`config.mk`:
```
export PLATFORM = sky130hd
export DESIGN_NAME = pipeline_hazard_ctrl_flat
export DESIGN_NICKNAME = d
export VERILOG_FILES = /design/src/rtl/pipeline_hazard_ctrl_if.sv /design/src/rtl/pipeline_hazard_ctrl.sv /design/src/flat_wrapper.sv
export SDC_FILE = /design/constraint.sdc
export NUM_CORES = 1
export LEC_CHECK = 0
export ABC_AREA = 1
export BUFFER_PORTS_ARGS = -buffer_cell sky130_fd_sc_hd__buf_2
export CAP_MARGIN = 20
export CORE_MARGIN = 3
export CORE_UTILIZATION = 40
export CTS_BUF_LIST = sky130_fd_sc_hd__clkbuf_8
export CTS_CLUSTER_SIZE = 40
export DETAILED_ROUTE_END_ITERATION = 12
export PLACE_DENSITY = 0.6
export SYNTH_ARGS = -nofsm -noshare
export SYNTH_HDL_FRONTEND = slang
export SYNTH_SLANG_ARGS = --single-unit
```
`constraint.sdc`:
```
create_clock -name clk -period 2 [get_ports clk]
set_clock_uncertainty 0.05 [all_clocks]
set_input_delay 0.2 -clock clk [delete_from_list [all_inputs] [get_ports clk]]
set_output_delay 0.2 -clock clk [all_outputs]
set_load 0.01 [all_outputs]
```
`src/rtl/pipeline_hazard_ctrl_if.sv`:
```
// Hazard-control bus between the pipeline datapath and pipeline_hazard_ctrl.
// The datapath side (master) supplies ID/EX/MEM status; the controller side
// (slave) returns stall/flush strobes, forwarding selects and the stall counter.
interface pipeline_hazard_ctrl_if;
  logic        id_valid;
  logic [4:0]  id_rs1;
  logic [4:0]  id_rs2;
  logic        id_use_rs1;
  logic        id_use_rs2;
  logic [4:0]  id_rd;
  logic        id_we_reg;
  logic        id_mem_read;
  logic        ex_branch_taken;
  logic        mem_busy;

  logic        pc_stall;
  logic        IFIDstall;
  logic        IFIDflush;
  logic        IDEXstall;
  logic        IDEXflush;
  logic        EXMEMstall;
  logic [1:0]  rs1_forwarding;
  logic [1:0]  rs2_forwarding;
  logic [31:0] stall_cycles;

  modport master (
    output id_valid, id_rs1, id_rs2, id_use_rs1, id_use_rs2, id_rd,
           id_we_reg, id_mem_read, ex_branch_taken, mem_busy,
    input  pc_stall, IFIDstall, IFIDflush, IDEXstall, IDEXflush, EXMEMstall,
           rs1_forwarding, rs2_forwarding, stall_cycles
  );

  modport slave (
    input  id_valid, id_rs1, id_rs2, id_use_rs1, id_use_rs2, id_rd,
           id_we_reg, id_mem_read, ex_branch_taken, mem_busy,
    output pc_stall, IFIDstall, IFIDflush, IDEXstall, IDEXflush, EXMEMstall,
           rs1_forwarding, rs2_forwarding, stall_cycles
  );
endinterface

```
`src/rtl/pipeline_hazard_ctrl.sv`:
```
// Pipeline hazard controller for a 5-stage in-order core.
// Tracks shadow copies of the EX and MEM destination records, detects
// load-use hazards, sequences branch redirects (including those that arrive
// while data memory is busy) and produces registered forwarding selects.
module pipeline_hazard_ctrl (
  input  logic                   clk,
  input  logic                   rstn,
  pipeline_hazard_ctrl_if.slave  hz
);

  localparam logic [1:0] ST_RUN       = 2'd0;
  localparam logic [1:0] ST_LU_BUBBLE = 2'd1;
  localparam logic [1:0] ST_MEM_WAIT  = 2'd2;
  localparam logic [1:0] ST_REDIRECT  = 2'd3;

  localparam logic [1:0] FWD_RF  = 2'b00;
  localparam logic [1:0] FWD_EX  = 2'b01;
  localparam logic [1:0] FWD_MEM = 2'b10;

  logic [1:0]  state;
  logic [1:0]  state_nxt;
  logic        br_pending;

  // Shadow stage records
  logic [4:0]  ex_rd;
  logic        ex_we;
  logic        ex_load;
  logic [4:0]  mem_rd;
  logic        mem_we;

  logic [1:0]  rs1_fwd;
  logic [1:0]  rs2_fwd;
  logic [31:0] stall_cnt;

  logic        freeze;
  logic        redirect;
  logic        load_use;
  logic        ex_hit;
  logic        pc_hold;
  logic        idex_flush;

  // Source select for one operand of the instruction moving into EX.
  // The youngest producer (EX) wins over the older one (MEM); x0 never forwards.
  function automatic logic [1:0] fwd_sel(
    input logic       used,
    input logic [4:0] rs,
    input logic [4:0] e_rd,
    input logic       e_we,
    input logic [4:0] m_rd,
    input logic       m_we
  );
    if (!used || rs == 5'd0)        return FWD_RF;
    else if (e_we && e_rd == rs)    return FWD_EX;
    else if (m_we && m_rd == rs)    return FWD_MEM;
    else                            return FWD_RF;
  endfunction

  // Hazard decode: freeze beats redirect beats load-use.
  always_comb begin
    freeze   = hz.mem_busy;
    // A redirect is honoured in RUN, LU_BUBBLE and the MEM_WAIT exit cycle;
    // the pending flag can only be set in MEM_WAIT.
    redirect = !freeze && (state != ST_REDIRECT) &&
               (hz.ex_branch_taken || br_pending);
    ex_hit   = (hz.id_use_rs1 && hz.id_rs1 == ex_rd) ||
               (hz.id_use_rs2 && hz.id_rs2 == ex_rd);
    load_use = !freeze && !redirect && hz.id_valid &&
               (state == ST_RUN || state == ST_MEM_WAIT) &&
               ex_load && ex_we && (ex_rd != 5'd0) && ex_hit;
    pc_hold    = freeze || load_use;
    idex_flush = redirect || load_use;
  end

  // Strobes are forced low while reset is held so the pipeline never sees a
  // stray stall or flush during reset.
  assign hz.pc_stall       = rstn & pc_hold;
  assign hz.IFIDstall      = rstn & pc_hold;
  assign hz.IDEXstall      = rstn & freeze;
  assign hz.EXMEMstall     = rstn & freeze;
  assign hz.IFIDflush      = rstn & redirect;
  assign hz.IDEXflush      = rstn & idex_flush;
  assign hz.rs1_forwarding = rs1_fwd;
  assign hz.rs2_forwarding = rs2_fwd;
  assign hz.stall_cycles   = stall_cnt;

  // Next-state selection for the hazard FSM.
  always_comb begin
    // NOTE: a default assignment first means every path drives state_nxt, so no latch is inferred.
    state_nxt = ST_RUN;
    if (freeze)        state_nxt = ST_MEM_WAIT;
    else if (redirect) state_nxt = ST_REDIRECT;
    else if (load_use) state_nxt = ST_LU_BUBBLE;
  end

  // FSM state and the branch-under-freeze pending flag.
  always_ff @(posedge clk or negedge rstn) begin
    if (!rstn) begin
      // NOTE: sequential state uses non-blocking assignments so every flop samples pre-edge values.
      state      <= ST_RUN;
      br_pending <= 1'b0;
    end else begin
      state <= state_nxt;
      if (freeze)
        br_pending <= br_pending || (hz.ex_branch_taken && state != ST_REDIRECT);
      else
        br_pending <= 1'b0;
    end
  end

  // Shadow records and forwarding selects shift only on non-frozen edges.
  always_ff @(posedge clk or negedge rstn) begin
    if (!rstn) begin
      ex_rd   <= 5'd0;
      ex_we   <= 1'b0;
      ex_load <= 1'b0;
      mem_rd  <= 5'd0;
      mem_we  <= 1'b0;
      rs1_fwd <= FWD_RF;
      rs2_fwd <= FWD_RF;
    end else if (!freeze) begin
      mem_rd <= ex_rd;
      mem_we <= ex_we;
      if (idex_flush) begin
        ex_rd   <= 5'd0;
        ex_we   <= 1'b0;
        ex_load <= 1'b0;
        rs1_fwd <= FWD_RF;
        rs2_fwd <= FWD_RF;
      end else begin
        ex_rd   <= hz.id_rd;
        ex_we   <= hz.id_we_reg;
        ex_load <= hz.id_mem_read;
        rs1_fwd <= fwd_sel(hz.id_use_rs1, hz.id_rs1, ex_rd, ex_we, mem_rd, mem_we);
        rs2_fwd <= fwd_sel(hz.id_use_rs2, hz.id_rs2, ex_rd, ex_we, mem_rd, mem_we);
      end
    end
  end

  // Saturating count of cycles in which the PC was held.
  always_ff @(posedge clk or negedge rstn) begin
    if (!rstn)
      stall_cnt <= 32'd0;
    else if (pc_hold && stall_cnt != 32'hFFFF_FFFF)
      stall_cnt <= stall_cnt + 32'd1;
  end

endmodule

```
`src/flat_wrapper.sv`:
```
// flat-port wrapper written by rule: the top's interface ports become plain ports
module pipeline_hazard_ctrl_flat 
  (clk, rstn, hz_id_valid, hz_id_rs1, hz_id_rs2, hz_id_use_rs1, hz_id_use_rs2, hz_id_rd, hz_id_we_reg, hz_id_mem_read, hz_ex_branch_taken, hz_mem_busy, hz_pc_stall, hz_IFIDstall, hz_IFIDflush, hz_IDEXstall, hz_IDEXflush, hz_EXMEMstall, hz_rs1_forwarding, hz_rs2_forwarding, hz_stall_cycles);
  pipeline_hazard_ctrl_if hz_i ();
  input  logic clk;
  input  logic rstn;
  input wire logic [$bits(hz_i.id_valid)-1:0] hz_id_valid;
  input wire logic [$bits(hz_i.id_rs1)-1:0] hz_id_rs1;
  input wire logic [$bits(hz_i.id_rs2)-1:0] hz_id_rs2;
  input wire logic [$bits(hz_i.id_use_rs1)-1:0] hz_id_use_rs1;
  input wire logic [$bits(hz_i.id_use_rs2)-1:0] hz_id_use_rs2;
  input wire logic [$bits(hz_i.id_rd)-1:0] hz_id_rd;
  input wire logic [$bits(hz_i.id_we_reg)-1:0] hz_id_we_reg;
  input wire logic [$bits(hz_i.id_mem_read)-1:0] hz_id_mem_read;
  input wire logic [$bits(hz_i.ex_branch_taken)-1:0] hz_ex_branch_taken;
  input wire logic [$bits(hz_i.mem_busy)-1:0] hz_mem_busy;
  output wire logic [$bits(hz_i.pc_stall)-1:0] hz_pc_stall;
  output wire logic [$bits(hz_i.IFIDstall)-1:0] hz_IFIDstall;
  output wire logic [$bits(hz_i.IFIDflush)-1:0] hz_IFIDflush;
  output wire logic [$bits(hz_i.IDEXstall)-1:0] hz_IDEXstall;
  output wire logic [$bits(hz_i.IDEXflush)-1:0] hz_IDEXflush;
  output wire logic [$bits(hz_i.EXMEMstall)-1:0] hz_EXMEMstall;
  output wire logic [$bits(hz_i.rs1_forwarding)-1:0] hz_rs1_forwarding;
  output wire logic [$bits(hz_i.rs2_forwarding)-1:0] hz_rs2_forwarding;
  output wire logic [$bits(hz_i.stall_cycles)-1:0] hz_stall_cycles;
  assign hz_i.id_valid = hz_id_valid;
  assign hz_i.id_rs1 = hz_id_rs1;
  assign hz_i.id_rs2 = hz_id_rs2;
  assign hz_i.id_use_rs1 = hz_id_use_rs1;
  assign hz_i.id_use_rs2 = hz_id_use_rs2;
  assign hz_i.id_rd = hz_id_rd;
  assign hz_i.id_we_reg = hz_id_we_reg;
  assign hz_i.id_mem_read = hz_id_mem_read;
  assign hz_i.ex_branch_taken = hz_ex_branch_taken;
  assign hz_i.mem_busy = hz_mem_busy;
  assign hz_pc_stall = hz_i.pc_stall;
  assign hz_IFIDstall = hz_i.IFIDstall;
  assign hz_IFIDflush = hz_i.IFIDflush;
  assign hz_IDEXstall = hz_i.IDEXstall;
  assign hz_IDEXflush = hz_i.IDEXflush;
  assign hz_EXMEMstall = hz_i.EXMEMstall;
  assign hz_rs1_forwarding = hz_i.rs1_forwarding;
  assign hz_rs2_forwarding = hz_i.rs2_forwarding;
  assign hz_stall_cycles = hz_i.stall_cycles;
  pipeline_hazard_ctrl u_core (.clk(clk), .rstn(rstn), .hz(hz_i));
endmodule
```
## Yosys cells after proc, flatten, opt, wreduce, memory -nomap -nowiden

Index checks and enable logic that the tools add are counted.

- Add/subtract/negate cells: 1
- Eq/ne operators: 9
- Mux-type cells: 15
- Bitwise gates (word level): 4
- Reductions and logical operators: 33

Operators with widths:

| cell | count |
|---|---|
| adder 32 x 1 -> 32 bit (second input constant) | 1 |
| inequality test 32 bit (second input constant) | 1 |
| equality test 5 bit | 6 |
| 2-to-1 mux 2 bit | 10 |
| logical AND 1 bit | 17 |
| zero test 5 bit | 2 |
| logical OR 1 bit | 8 |
| 2-to-1 mux 5 bit | 1 |
| nonzero test 5 bit | 1 |
| AND 1 bit | 4 |
| zero test 1 bit | 4 |
| 2-to-1 mux 1 bit | 4 |
| equality test 2 bit (second input constant) | 1 |
| zero test 2 bit | 1 |
| inequality test 2 bit (second input constant) | 1 |

- Register bits: 52
- Input port bits: 24
- Output and inout port bits: 42
- Logic and storage cells: 72

## Logic depth before layout (Yosys ltp)

- Word-level depth: 14
- Gate-level depth with buffers: 12
- Depth with buffers taken out: 12

## Worst setup path before layout

Ideal clock, no wire load.

- Kind: register to register
- From: reg u_core.stall_cnt[0] (netlist: u_core.hz.stall_cycles[0])
- To: reg u_core.stall_cnt[13] (netlist: u_core.hz.stall_cycles[13])
- Setup time: 0.117 ns
- Data arrival time: 1.638 ns
- Required time: 1.833 ns
- Slack: 0.195 ns
- Cell stages (with the launch flop): 11
- Path buffers: 2
- Clock period less this slack: 1.805 ns
- Cell sequence: dfrtp_1 -> ha_1 -> nand2_2 -> nor2_4 -> nand2_4 -> nor2_4 -> nand3_4 -> buf_6 -> buf_6 -> nand3_2 -> nand2_1

- Longest elaborated chain between the ends: 2
- Elaborated cells on any way between the ends: 3
- Those cells by class: 1 x add/sub; 1 x eq/ne; 1 x reduce/logical

RTL lines:

| element | line | text |
|---|---|---|
| from (decl) | pipeline_hazard_ctrl.sv:33 | `logic [31:0] stall_cnt;` |
| from (signal assigned) | pipeline_hazard_ctrl.sv:144 | `stall_cnt <= stall_cnt + 32'd1;` |
| branches (longest 2 deep; another with adder 32 x 1 -> 32 bit) | -- |  |

Several ways; the timed one is not identified.
A chain may end at the register's enable or synchronous reset.

## Final worst setup path

- From: reg u_core.ex_rd[1]
- To: out hz_IDEXflush

- Longest elaborated chain between the ends: 6
- Elaborated cells on any way between the ends: 10
- Those cells by class: 2 x eq/ne; 1 x bitwise; 7 x reduce/logical

RTL lines:

| element | line | text |
|---|---|---|
| from (decl) | pipeline_hazard_ctrl.sv:25 | `logic [4:0] ex_rd;` |
| from (signal assigned) | pipeline_hazard_ctrl.sv:130 | `ex_rd <= hz.id_rd;` |
| equality test 5 bit (on tied branches) | pipeline_hazard_ctrl.sv:65, pipeline_hazard_ctrl.sv:66 |  |
| logical AND 1 bit (on tied branches) | pipeline_hazard_ctrl.sv:65, pipeline_hazard_ctrl.sv:66 |  |
| logical OR 1 bit | pipeline_hazard_ctrl.sv:65 | `ex_hit = (hz.id_use_rs1 && hz.id_rs1 == ex_rd) \|\|` |
| logical AND 1 bit * | pipeline_hazard_ctrl.sv:69 | `ex_load && ex_we && (ex_rd != 5'd0) && ex_hit;` |
| logical OR 1 bit * | pipeline_hazard_ctrl.sv:71 | `idex_flush = redirect \|\| load_use;` |
| AND 1 bit * | pipeline_hazard_ctrl.sv:81 | `assign hz.IDEXflush = rstn & idex_flush;` |
| to (decl) | flat_wrapper.sv:21 | `output wire logic [$bits(hz_i.IDEXflush)-1:0] hz_IDEXflush;` |

Mark *: on every way between the ends. The rest lies on a longest branch, timed or not.

==> metrics <==
die height=99.1 um; CP max FO=4; Hold Crit Depth=3; CP top delay family=simple AND/OR/NAND/NOR gates; Startpoint Class=flip-flop; Hold WS=between 0.1 and 0.15 ns; crit path DAT=between 1.5 and 2 ns; Ports=66; FP Rows=33; #FFs+latches synth=between 50 and 60; CP Class=reg2out; Root Buffer=clkbuf_8; critical path buffer and inverter count=3; vias in the first global route=~3200; Antenna Cells=0; r2r startpoint=u_core.ex_rd[1]$_DFFE_PN0N_; dpl cells=between 600 and 700; Netlist Area Pre-Place=about 3500 sq um; IO Port Bufs=65; routed vias=~3300; critical path required time=roughly 1.8 ns; transition time of the tightest slew-check pin=0.385 ns; Final Critical Period=a little under 2 ns; Setup violations, final=0; core area=between 8000 and 9000 sq um; Reg-to-Reg End=u_core.hz.stall_cycles[4]$_DFFE_PN0P_; global-route wire length before repair=about 16000 um; largest family of logic cells by synthesized area=simple AND/OR/NAND/NOR gates; Synth Area in Compound Gates=0.0311; Worst Reg-to-Reg Cells=12; DP HPWL=between 7000 and 8000 um; largest net degree at the start of global routing=29; GRT Resource Usage Total=0.198; Post-Synth XOR/XNOR Area=0.0784; share of cells above drive strength 1=0.243; Reg2Reg Setup Slack=0.13 ns; Worst setup endpoint=hz_IDEXflush; clk sinks=between 50 and 60; initial core utilization=0.417; Clock Path Buffers=2; Layout Area Growth over Synthesis=18.9%; average wire per standard cell=14.2 um; crit path from=u_core.ex_rd[1]$_DFFE_PN0N_; Post-Route Setup TNS=0 ns; Synth Area in Adders=0.00361; WL final=~9400 um; Seq/Total Area, Yosys=0.376; CTS tree=done; fin area=about 4100 sq um; unrepaired setup endpoints after global routing=yes; nets@finish=583; total grt overflow=0; Unique masters post-synth=31; initial antenna violation count=0; Power Total=~2400 uW; leakage power=between 0.002 and 0.0025 uW; Max Fclk=0.506 GHz; crit share post-route=0.988; CP max stage cell=dfrtp_1; worst-path cell chain=buf_4 > nand2_1 > nand2_1 > nor2_2 > nand4_1 > nand2_2 > nand2_4 > nand2_4 > inv_2 > nor2_1 > buf_2; Setup crit end kind=output pin; WP depth=11; clock-pin slew of the registers on the worst-case setup and hold paths=0.10 ns; Routed Antenna Nets=0; Final Hold Fails=0; Synthesized Nets=slightly above 500; Initial DRC Count=124; post-synthesis mux area share=0; Yosys warning count=0; Final GP Congestion=between 0.9 and 1; Final Max Slew Viols=0; placed inst area=between 3000 and 4000 sq um; Detailed Routing Iterations Pass 1=6; DRC Markers=0; die width=between 90 and 100 um; final std cells w/o fill=approximately 660; Synth Area in Simple Gates=0.427; H-tree depth=2; PD cells=around 570 nW/um^2; Worst Hold Class=in2reg; status=complete, no violations; commonest non-fill, non-tap cells in the layout=nand2_1 (164), buf_2 (65), dfrtp_1 (52); max cap viols=0; Die Area=around 9800 sq um; maximum vdd drop=between 0.4 and 0.5 mV; cells after synthesis=479; worst skew pair latency=between 0.3 and 0.4 ns; critical path's largest stage delay=between 0.4 and 0.5 ns; cts bufs inserted=5; syn avg cell area=~7.2 sq um; Via-to-Cell Ratio=5.03; most common library cell in the layout ignoring fill and taps=nand2_1; max_slew headroom=0.742
[cell type report]
cell class,instances,area [sq um]
sequential,52,1300
tap,105,131
fill,858,4180
clock inverter,2,7.51
multi-input combinational,368,1920
clock buffer,6,82.6
timing repair buffer,86,505
inverter,45,169
[kinds of logic after synthesis]
kind of cell    count (synthesis)
xor+xnor                       31
flops                          52
fa+ha+maj                       1
simple gates                  315
buf+inv                        59
compound gates                 21
[state kept, by name (all words and copies together) (netlist names)]
signal / flops
u_core.hz.stall_cycles: 32
u_core.ex_rd: 5
u_core.mem_rd: 5
u_core.hz.rs1_forwarding: 2
u_core.hz.rs2_forwarding: 2
u_core.state: 2
u_core.br_pending: 1
u_core.ex_load: 1
u_core.ex_we: 1
u_core.mem_we: 1
[how the worst min path moves through the flow]
stage | startpoint | end | slack (ns)
detailed placement | rstn | u_core.mem_rd[1]$_DFFE_PN0N_ | 0.21
finish | hz_id_mem_read | u_core.ex_load$_DFFE_PN0N_ | 0.10
CTS | hz_id_mem_read | u_core.ex_load$_DFFE_PN0N_ | 0.1
floorplan | rstn | u_core.br_pending$_DFF_PN0_ | -0.15
global placement | rstn | u_core.ex_rd[1]$_DFFE_PN0N_ | 0.20
global route | hz_id_mem_read | u_core.ex_load$_DFFE_PN0N_ | 0.10
[synthesized netlist by cell type]
library cell / number / area [sq um]
nor2_4: 3 / 33.8
xnor2_1: 11 / 96.3
nand3_1: 45 / 225
nand3b_1: 4 / 30.0
nand2_1: 166 / 623
nor3b_1: 1 / 7.51
o21bai_1: 1 / 7.51
o21ai_0: 16 / 80.1
inv_2: 1 / 3.75
nand4_1: 12 / 75.1
ha_1: 1 / 12.5
nor3_2: 2 / 20.0
buf_4: 2 / 15.0
or2_2: 4 / 25.0
nor2_2: 7 / 43.8
inv_1: 44 / 165
nor2_1: 42 / 158
clkbuf_1: 3 / 11.3
and2_1: 1 / 6.26
nand3_2: 10 / 100
xor2_1: 20 / 175
nand3_4: 1 / 17.5
a21oi_1: 4 / 20.0
buf_6: 6 / 67.6
buf_12: 1 / 20.0
nor3_1: 10 / 50.1
and3_1: 1 / 6.26
buf_2: 2 / 10.0
dfrtp_1: 52 / 1300
nand2_4: 4 / 45.0
nand2_2: 2 / 12.5
[stage by stage]
step / utilization / setup slack [ns]
5_1_grt: 0.496 / -0.0696
4_1_cts: 0.485 / 0.0156
2_1_floorplan: - / 0.195
3_3_place_gp: 0.469 / 0.184
6_report: 0.496 / 0.0236
3_5_place_dp: 0.469 / 0.122
[repair_timing]
action / 4_1_cts / 5_1_grt
buffers inserted: 3 / 6
hold buffers: 1 / 0
resized for setup: 4 / 13
pin swaps: 3 / 7
setup endpoints to repair: 3 / 32
hold endpoints to repair: 52 / 0
[power by group]
group | total (uW) | internal (uW) | switching (uW) | leakage, uW
logic | 511 | 212 | 299 | 0.00140
registers | 1240 | 1130 | 110 | 0.000697
clock network | 618 | 273 | 345 | 0.0000538
total | 2370 | 1610 | 754 | 0.00215
[metal layers]
layer	up-vias	track usage	share of wire
met2	107	0.313	0.47
met3	16	0.0311	0.057
li1	1669	-	-
met4	0	0.0599	0.020
met1	1547	0.280	0.45
met5	-	0	0
[worst register-to-register path: stages (launching register included)]
cell and delay (ns):
dfrtp_1 0.43, buf_4 0.15, nand2_1 0.05, nand2_1 0.05, nor2_2 0.12, nand4_1 0.12
nand2_2 0.11, nand2_4 0.07, buf_4 0.16, nand2_4 0.11, buf_6 0.21, nand3_1 0.10
nand2_1 0.07
(Power assumes the default switching activity.)
